===== src/rtl/multi_pio_in_pkg.sv =====
// Shared constants, types and helpers for the multi-channel PIO input port.
// Imported by the channel slice and the Avalon-facing top level.
package multi_pio_in_pkg;

    localparam int OFF_CHANGE  = 0;
    localparam int OFF_OVERRUN = 1;
    localparam int OFF_MASK    = 2;
    localparam int OFF_INFO    = 3;

    localparam logic [7:0] INFO_VERSION = 8'h01;

    typedef enum logic {
        BANK_DATA = 1'b0,
        BANK_CTRL = 1'b1
    } bank_e;

    function automatic int idx_width(input int n);
        int w;
        w = $clog2(n);
        return (w < 2) ? 2 : w;
    endfunction

endpackage


===== src/rtl/multi_pio_in_ch.sv =====
// One capture channel: hold register plus CHANGE/OVERRUN flags.
// A set event in the same cycle as a clear keeps the flag asserted.
module multi_pio_in_ch
    import multi_pio_in_pkg::*;
#(
    parameter int DATA_W = 24
) (
    input  logic              clk,
    input  logic              reset_n,
    input  logic              stb,
    input  logic [DATA_W-1:0] din,
    input  logic              clr_change,
    input  logic              clr_overrun,
    output logic [DATA_W-1:0] hold,
    output logic              change,
    output logic              overrun
);

    logic diff;
    logic set_ovr;
    logic change_nxt;
    logic overrun_nxt;

    assign diff    = stb && (din != hold);
    assign set_ovr = diff && change;

    always_comb begin
        change_nxt  = change;
        overrun_nxt = overrun;
        if (clr_change)
            change_nxt = 1'b0;
        if (diff)
            change_nxt = 1'b1;
        if (clr_overrun)
            overrun_nxt = 1'b0;
        if (set_ovr)
            overrun_nxt = 1'b1;
    end

    always_ff @(posedge clk or negedge reset_n) begin
        if (!reset_n) begin
            hold    <= '0;
            change  <= 1'b0;
            overrun <= 1'b0;
        end else begin
            if (stb)
                hold <= din;
            change  <= change_nxt;
            overrun <= overrun_nxt;
        end
    end

endmodule


===== src/rtl/multi_pio_in.sv =====
// Multi-channel Avalon-MM input port with per-channel capture strobes,
// change/overrun flags, maskable level interrupt and read latency 1.
module multi_pio_in
    import multi_pio_in_pkg::*;
#(
    parameter  int DATA_W = 24,
    parameter  int NUM_CH = 4,
    localparam int IDX_W  = idx_width(NUM_CH),
    localparam int ADDR_W = IDX_W + 1
) (
    input  logic                     clk,
    input  logic                     reset_n,
    input  logic [NUM_CH*DATA_W-1:0] in_port,
    input  logic [NUM_CH-1:0]        in_stb,
    input  logic [ADDR_W-1:0]        address,
    input  logic                     read,
    input  logic                     write,
    input  logic [31:0]              writedata,
    output logic [31:0]              readdata,
    output logic                     irq
);

    localparam int NSLOT = 1 << IDX_W;

    bank_e             bank;
    logic [IDX_W-1:0]  idx;
    logic              sel_change;
    logic              sel_overrun;
    logic              sel_mask;
    logic              sel_info;
    logic [NUM_CH-1:0] change;
    logic [NUM_CH-1:0] overrun;
    logic [NUM_CH-1:0] irq_mask;
    logic [NUM_CH-1:0] clr_change;
    logic [NUM_CH-1:0] clr_overrun;
    logic [DATA_W-1:0] hold_ext [NSLOT];
    logic [31:0]       rd_mux;
    logic [31:0]       info;
    logic              unused_wdata;

    assign bank = bank_e'(address[ADDR_W-1]);
    assign idx  = address[IDX_W-1:0];

    assign sel_change  = (bank == BANK_CTRL) && (idx == IDX_W'(OFF_CHANGE));
    assign sel_overrun = (bank == BANK_CTRL) && (idx == IDX_W'(OFF_OVERRUN));
    assign sel_mask    = (bank == BANK_CTRL) && (idx == IDX_W'(OFF_MASK));
    assign sel_info    = (bank == BANK_CTRL) && (idx == IDX_W'(OFF_INFO));

    assign clr_change  = (write && sel_change)  ? writedata[NUM_CH-1:0] : '0;
    assign clr_overrun = (write && sel_overrun) ? writedata[NUM_CH-1:0] : '0;

    assign info = {INFO_VERSION, 8'h00, 8'(NUM_CH), 8'(DATA_W)};

    assign unused_wdata = ^writedata[31:NUM_CH];

    // Unpopulated slots of the data bank read as zero.
    for (genvar k = 0; k < NSLOT; k++) begin : g_ch
        if (k < NUM_CH) begin : g_on
            multi_pio_in_ch #(
                .DATA_W(DATA_W)
            ) u_ch (
                .clk        (clk),
                .reset_n    (reset_n),
                .stb        (in_stb[k]),
                .din        (in_port[k*DATA_W +: DATA_W]),
                .clr_change (clr_change[k]),
                .clr_overrun(clr_overrun[k]),
                .hold       (hold_ext[k]),
                .change     (change[k]),
                .overrun    (overrun[k])
            );
        end else begin : g_off
            assign hold_ext[k] = '0;
        end
    end

    always_comb begin
        rd_mux = '0;
        unique case (1'b1)
            (bank == BANK_DATA): rd_mux = 32'(hold_ext[idx]);
            sel_change:          rd_mux = 32'(change);
            sel_overrun:         rd_mux = 32'(overrun);
            sel_mask:            rd_mux = 32'(irq_mask);
            sel_info:            rd_mux = info;
            default:             rd_mux = '0;
        endcase
    end

    always_ff @(posedge clk or negedge reset_n) begin
        if (!reset_n)
            irq_mask <= '0;
        else if (write && sel_mask)
            irq_mask <= writedata[NUM_CH-1:0];
    end

    always_ff @(posedge clk or negedge reset_n) begin
        if (!reset_n)
            irq <= 1'b0;
        else
            irq <= |(change & irq_mask);
    end

    // Mux sees pre-write state, so a same-cycle read returns the old value.
    always_ff @(posedge clk or negedge reset_n) begin
        if (!reset_n)
            readdata <= '0;
        else if (read)
            readdata <= rd_mux;
    end

endmodule


===== config.mk =====
export PLATFORM = sky130hd
export DESIGN_NAME = multi_pio_in
export DESIGN_NICKNAME = d
export VERILOG_FILES = /design/src/rtl/multi_pio_in_pkg.sv /design/src/rtl/multi_pio_in_ch.sv /design/src/rtl/multi_pio_in.sv
export SDC_FILE = /design/constraint.sdc
export NUM_CORES = 1
export LEC_CHECK = 0
export ABC_AREA = 1
export CAP_MARGIN = 20
export CORE_MARGIN = 3
export CORE_UTILIZATION = 40
export CTS_CLUSTER_DIAMETER = 150
export DETAILED_ROUTE_END_ITERATION = 6
export PLACE_DENSITY = 0.63
export SLEW_MARGIN = 15
export SYNTH_ARGS = -nofsm -noshare
export SYNTH_HDL_FRONTEND = slang
export SYNTH_HIERARCHICAL = 1
export SYNTH_SLANG_ARGS = --single-unit

===== constraint.sdc =====
create_clock -name clk -period 2.74 [get_ports clk]
set_clock_uncertainty 0.1 [all_clocks]
set_input_delay 0.548 -clock clk [delete_from_list [all_inputs] [get_ports clk]]
set_output_delay 0.548 -clock clk [all_outputs]
set_load 0.005 [all_outputs]

**Yosys cells after proc, flatten, opt, wreduce, memory -nomap -nowiden**

Cells that the tools add are included.

- Reduce and logical (&&, ||, !) cells: 25
- $lt $le $gt $ge: 1
- Bitwise gates (word level): 3
- Muxes and demuxes: 22
- Equality and inequality tests: 7

Operators by type and width:

| operator | count |
|---|---|
| $pmux W25 S5 | 1 |
| $ne A24 B24 Y1 | 4 |
| $bmux W24 S2 | 1 |
| $mux W24 | 2 |
| $mux W1 | 16 |
| $reduce_bool A2 Y1 | 8 |
| $logic_and A1 B1 Y1 | 15 |
| $mux W4 | 2 |
| $and A4 B4 Y4 | 1 |
| $eq A2 B2 Y1 const B | 2 |
| $reduce_or A4 Y1 | 1 |
| $ge A3 B3 Y1 const B | 1 |
| $not A2 Y3 | 1 |
| $eq A2 B1 Y1 const B | 1 |
| $logic_not A2 Y1 | 1 |
| $not A1 Y1 | 1 |

- Input port bits: 139
- Flip-flop bits (word level): 141

**Longest topological paths before layout**

Gate-level depths: netlist of run 1.

- Depth in word-level cells: 6
- Depth in mapped cells: 10

**Modules after synthesis**

The synthesis of run 1 kept the hierarchy.

Modules (own cells, without submodules):

| module | area an instance (um2) | cells each | seq. area each (um2) | instances |
|---|---|---|---|---|
| multi_pio_in_ch | 1431.4 | 218 | 650.6 | 4 |
| multi_pio_in | 2149.6 | 345 | 750.7 | 1 |

**Worst setup path before layout of run 1**

No wires, ideal clock.

- Kind: input -> register
- Start: in address[0]
- End: reg g_ch[0].g_on.u_ch.overrun
- Data arrival time: 1.257 ns
- Setup time: 0.117 ns
- Stages on the path: 9
- Path buffers: 2
- Setup slack: 1.266 ns
- Data required time: 2.523 ns
- Path through: buf_6 > inv_4 > nor2_4 > buf_4 > nand3_2 > nor2_1 > inv_1 > nand2_1 > nand2_1

- Longest elaborated chain between the ends: 5

RTL lines:

| element | line | RTL |
|---|---|---|
| start, declared | multi_pio_in.sv:15 | `input logic [ADDR_W-1:0] address,` |
| $eq A2 B1 Y1 | multi_pio_in.sv:45 | `assign sel_overrun = (bank == BANK_CTRL) && (idx == IDX_W'(OFF_OVERRUN));` |
| $logic_and A1 B1 Y1 | multi_pio_in.sv:45 |  |
| $logic_and A1 B1 Y1 | multi_pio_in.sv:50 | `assign clr_overrun = (write && sel_overrun) ? writedata[NUM_CH-1:0] : '0;` |
| $mux W4 | multi_pio_in.sv:50 |  |
| via clr_overrun[0] | multi_pio_in.sv:35 | `logic [NUM_CH-1:0] clr_overrun;` |
| $reduce_bool A2 Y1 (no source line) | -- |  |
| end signal, assigned | multi_pio_in_ch.sv:49 | `overrun <= overrun_nxt;` |
| end, declared | multi_pio_in_ch.sv:16 | `output logic overrun` |

The timed path passes the listed nets, and every way through them passes these cells.
A chain may end at the register's enable or synchronous reset.

**Worst setup path in the final report of run 1**

- Start: reg readdata[5]
- End: out readdata[5]

RTL lines:

| element | line | RTL |
|---|---|---|
| start, declared | multi_pio_in.sv:19 | `output logic [31:0] readdata,` |
| start signal, assigned | multi_pio_in.sv:108 | `readdata <= rd_mux;` |

No word-level cell between the ends.

==> metrics.cfg, run 1 <==
[place]
dpl.hpwl_mm = 17.0
place_congestion = 0.879
place_ws_ps = 371
io_buffers = 136

[floorplanning]
die_h_um = 146
io_pins = 172
rows = 50
dieArea_mm2 = 0.0214
die_w_um = 146
initial_core_util_pct = 41.4
core-area_mm2 = 0.0190

[cts]
clock-sinks = 134
clockBufferDepth = 2
root_buffer = clkbuf_16
cts_made_buffers = 17
cts_tree = yes
clkLatencyLatePin_ps = 420
cts.repair.resized = 0
htreeDepth = 4
clkTransAtPathRegs_ps = 50
postCtsSetupRepairBufs = 0
hold_buffers = 0

[drt]
drtPass1Iterations = 6
viasPerCell = 4.56
drt_iter0_drc = 447
drcViolationCount = 0
routedWlPerCell_um = 13.5
vias = 7414
drtAntennaViolNets = 0
wl_mm = 21.9

[synthesis]
yosys.area.top_type_share_pct = 42.6
syn_avg_cell_area_um2 = 6.47
synth_top_cells_by_area = dfrtp_1, nand2_1, inv_1
synth-main-ff-cell = dfrtp_1
yosysMostFrequentCell = nand2_1
syn_inst = 1217
ys.warnings.count = 6
synth_area_mm2 = 0.00788
ys_seq_area_share_pct = 42.6
synth_common_cells = nand2_1, inv_1, dfrtp_1
ys_ff_latch = 134
ys_types = 23
async_reset_ff_share_pct = 100
yosysTopAreaCell = dfrtp_1
synth_edf_count = 0

[final_layout]
drive_above_1_share_pct = 4.90
area_delta_synth_final_pct = 27.4
n_fill_cell = 1920
antennaDiodeCount = 0
nNetsFinal = 1495

[sta]
fin_crit_sh_pct = 71.7
slew_headroom_pct = 61.6
drv_slew = 0
fmax_mhz = 509
finalSetupViolations = 0
final.setup.tns_ps = 0
tightest_slew_ps = 576
finalHoldViolCount = 0
period_minus_slack_ps = 1970
fin_ws_ps = 774
worst_hold_slack_ps = 9.58
rsz0062_at_grt = no

[pwr]
ir_worst_vdd_v = 0.000432
p_leak_nw = 5.49
power_density_mw_per_mm2 = 540

[global_routing]
grt_max_degree = 58
antenna_found_initial = 1
grt_pass1_wl_mm = 35.2
track_usage_pct = 20.8
grt_overflow = 0
grt_pass1_vias = 6733

[setup_path]
crit_path_max_fanout = 2
r2r_end = g_ch[1].g_on.u_ch/overrun
start_kind = flop
slowest_delay_ps = 520
r2r-start = g_ch[1].g_on.u_ch/hold[23]
crit_buf_inv = 1
endpoint_kind = output port
r2r.worst_path.cells = 9
r2r_slack_ps = 1220
path_class = flop to output port
cp.required_ps = 2090
path_delay_family = buffers and inverters
critPathArrivalTime_ps = 1320
cp_slowest_cell = clkdlybuf4s50_1
path_cells = clkdlybuf4s50_1

[min_path]
hp-class = primary input to asynchronous set/reset pin

[status]
outcome = complete, no violations

[run]
maxCapViolations = 0

[layout make-up]
type	instances	area, um^2	share of cell area (%)
clock buffers	26	509	5.08
clock inverters	4	20.0	0.200
inverters	202	766	7.63
multi-input cells	843	3520	35.1
flip-flops and latches	134	3350	33.4
well taps	260	325	3.24
repair buffers	158	1540	15.4
[power by group]
group	switching, mW	internal (mW)
clock	0.807	1.26
sequential	0.169	2.17
combinational	0.546	0.468
[cell usage in the layout, fill, tap and decap left out, drive strengths merged, types with 4 or more instances in the layout]
master	synthesis	routed
inv	202	202
nand4	23	23
dfrtp	134	134
nor2	73	73
buf	34	23
nand2	599	599
mux2	8	8
nand3	25	25
clkbuf	10	26
conb	1	7
o21ai	98	98
xor2	8	8
clkinv	0	4
clkdlybuf4s50	0	135
[sequential cells by signal, summed over array words and instances (netlist names)]
| name | cells |
|---|---|
| irq_mask | 4 |
| g_ch.g_on.u_ch/overrun | 4 |
| irq | 1 |
| g_ch.g_on.u_ch/change | 4 |
| g_ch.g_on.u_ch/hold | 96 |
| readdata | 25 |
[layer usage]
metal,up-vias,wire [um],track usage [%]
li1,3906,-,-
met1,3298,10600,30.2
met2,186,9460,30.5
met3,22,1500,5.62
met4,2,335,6.16
met5,-,9,0
[cells by family after synthesis]
| family | synth area share, % |
|---|---|
| buffers and inverters | 13.1 |
| flip-flops | 42.6 |
| AO/OA/AOI/OAI | 6.36 |
| multiplexers | 1.14 |
| AND/OR/NAND/NOR | 35.9 |
| XOR/XNOR | 0.890 |
| other | 0.0476 |
[metrics by stage]
stage	utilization (%)	total power [mW]	std cells	area [um^2]
finish	52.7	5.42	1627	10000
global route	52.7	5.74	1627	10000
CTS	52.7	5.48	1627	10000
detailed placement	50.0	3.38	1597	9500
global placement	50.0	3.37	1597	9500
floorplan	-	2.87	1223	7900
[worst max path at each step]
stage / start / end / slack [ps] / cells past startpoint
CTS: readdata[5] / readdata[5] / 750 / 1
floorplan: address[0] / g_ch[0].g_on.u_ch/overrun / 1270 / 9
detailed placement: address[0] / readdata[0] / 370 / 8
global route: address[0] / readdata[23] / 700 / 8
finish: readdata[5] / readdata[5] / 770 / 1
global placement: address[0] / readdata[0] / 370 / 8
(Power assumes the default switching activity.)
==> run 2: changes to the inputs <==
PLACE_DENSITY = 0.65   (was 0.63)
clock period = 1.7 ns   (was 2.74 ns; I/O delays follow)
==> run 2 against run 1 <==
  * Register-to-register slack lost 1000 ps
  * Cell area grew 3.7%
  * Combinational power grew 68%
  * First-iteration DRC count grew 6.3%
  * Flip-flop and latch count is the same
  * Die area is the same
  * Sequential share of layout area shrank 1.2 points
  * Via count grew 3.8%
  * Largest cell class unchanged
  * Non-clock buffer count grew 28
  * Worst hold slack gained 270 ps
==> metrics.cfg, run 2 (synthesis results as in run 1) <==
[floorplanning]
io_pins = 172
dieArea_mm2 = 0.0214
die_w_um = 146
rows = 50
initial_core_util_pct = 41.4
core-area_mm2 = 0.0190
die_h_um = 146

[setup_path]
r2r.worst_path.cells = 10
endpoint_kind = output port
crit_end = readdata[6]
slowest_delay_ps = 410
cp_slowest_cell = dfrtp_1
critPathArrivalTime_ps = 1110
cp.required_ps = 1260
crit_path_max_fanout = 2
crit_buf_inv = 1
startpoint = readdata[6]
r2r_slack_ps = 200
path_delay_family = flip-flops
crit_cells = 1
r2r-start = g_ch[1].g_on.u_ch/hold[17]
r2r_end = g_ch[1].g_on.u_ch/change
path_class = flop to output port
start_kind = flop
path_cells = dlygate4sd2_1

[place]
dpl_cell_area_mm2 = 0.00978
io_buffers = 136
place_ws_ps = -225
dpl.hpwl_mm = 17.9
place_congestion = 0.899
dp_cells = 1618

[sta]
worst_hold_slack_ps = 281
finalSetupViolations = 0
rsz0062_at_grt = no
fmax_mhz = 646
finalHoldViolCount = 0
drv_slew = 0
fin_ws_ps = 152
fin_crit_sh_pct = 91.1
period_minus_slack_ps = 1550

[global_routing]
grt_overflow = 0
antenna_found_initial = 0
grt_pass1_vias = 7289
grt_pass1_wl_mm = 36.8
track_usage_pct = 21.8
grt_max_degree = 39

[final_layout]
multi_input_area_mm2 = 0.00352
stdcell_count = 1657
final_common_cell = nand2_1
fin_area_mm2 = 0.0104
largest_reg_flops = 96
layout_common_cells = nand2_1, inv_1, dfrtp_1
antennaDiodeCount = 0
largestRegisters = g_ch.g_on.u_ch/hold x96, readdata x25
regArea_mm2 = 0.00335
drive_above_1_share_pct = 7.09
n_fill_cell = 1903
area_delta_synth_final_pct = 32.1
nNetsFinal = 1523
top_register = g_ch.g_on.u_ch/hold

[drt]
wl_mm = 22.8
viasPerCell = 4.64
drt_iter0_drc = 475
vias = 7695
drtPass1Iterations = 5
maxUsedRoutingLayer = met4
routed-wl-met2_mm = 10.7
met1_length_mm = 10.5
drcViolationCount = 0
drtAntennaViolNets = 0
dr_wl_met3_mm = 1.40
routedWlPerCell_um = 13.8

[cts]
htreeDepth = 4
cts_made_buffers = 17
clkTransAtPathRegs_ps = 60
clockBufferDepth = 2
clock-sinks = 134
root_buffer = clkbuf_16
cts_tree = yes
clkLatencyLatePin_ps = 420

[pwr]
ir_worst_vdd_v = 0.000697
power_density_mw_per_mm2 = 883
fin_total_pwr_mw = 9.18
p_leak_nw = 5.78

[min_path]
hp-class = primary input to asynchronous set/reset pin

[status]
outcome = complete, no violations

[run]
maxCapViolations = 0

-- run 2: repair_timing --
action | in CTS | in global routing
buffers inserted | 6 | 0
endpoints found under the setup margin | 26 | 0
hold buffers | 1 | 0
endpoints found under the hold margin | 28 | 0
gates resized for setup | 26 | 0
-- run 2: final cells by class --
type / instances / area share [%]
flip-flops and latches: 134 / 32.2
well taps: 260 / 3.13
clock buffers: 23 / 4.79
repair buffers: 186 / 17.7
multi-input cells: 843 / 33.8
inverters: 202 / 7.36
clock inverters: 9 / 0.938
-- run 2: routing by layer --
metal  vias up  GRT usage, %
met3        20          4.56
met5         -             0
li1       3950             -
met1      3512          30.2
met4         0          5.74
met2       213          34.9
-- run 2: per-stage QoR --
step	util [%]	setup TNS, ps
after floorplan	-	0
after detailed placement	51.4	-4320
final	54.7	0
after CTS	54.7	0
after global placement	51.4	-4100
after global routing	54.7	0
-- run 2: where the power goes --
part	switching (mW)	internal, mW
combinational	0.909	0.786
sequential	0.276	3.49
clock	1.38	2.34
total	2.56	6.61
-- run 2: worst min path at each step --
| stage | start | end | cells past startpoint |
|---|---|---|---|
| global placement | reset_n | g_ch[0].g_on.u_ch/hold[23] | 1 |
| finish | reset_n | g_ch[0].g_on.u_ch/hold[23] | 2 |
| floorplan | reset_n | g_ch[0].g_on.u_ch/change | 0 |
| global route | reset_n | g_ch[0].g_on.u_ch/hold[23] | 2 |
| CTS | reset_n | g_ch[0].g_on.u_ch/hold[23] | 2 |
| detailed placement | reset_n | g_ch[0].g_on.u_ch/hold[23] | 1 |
==> run 3: changes to the inputs <==
HOLD_SLACK_MARGIN = 0.05   (was unset)
==> results of run 3 <==
Final layout, timing and power as in run 2 (identical DEF).
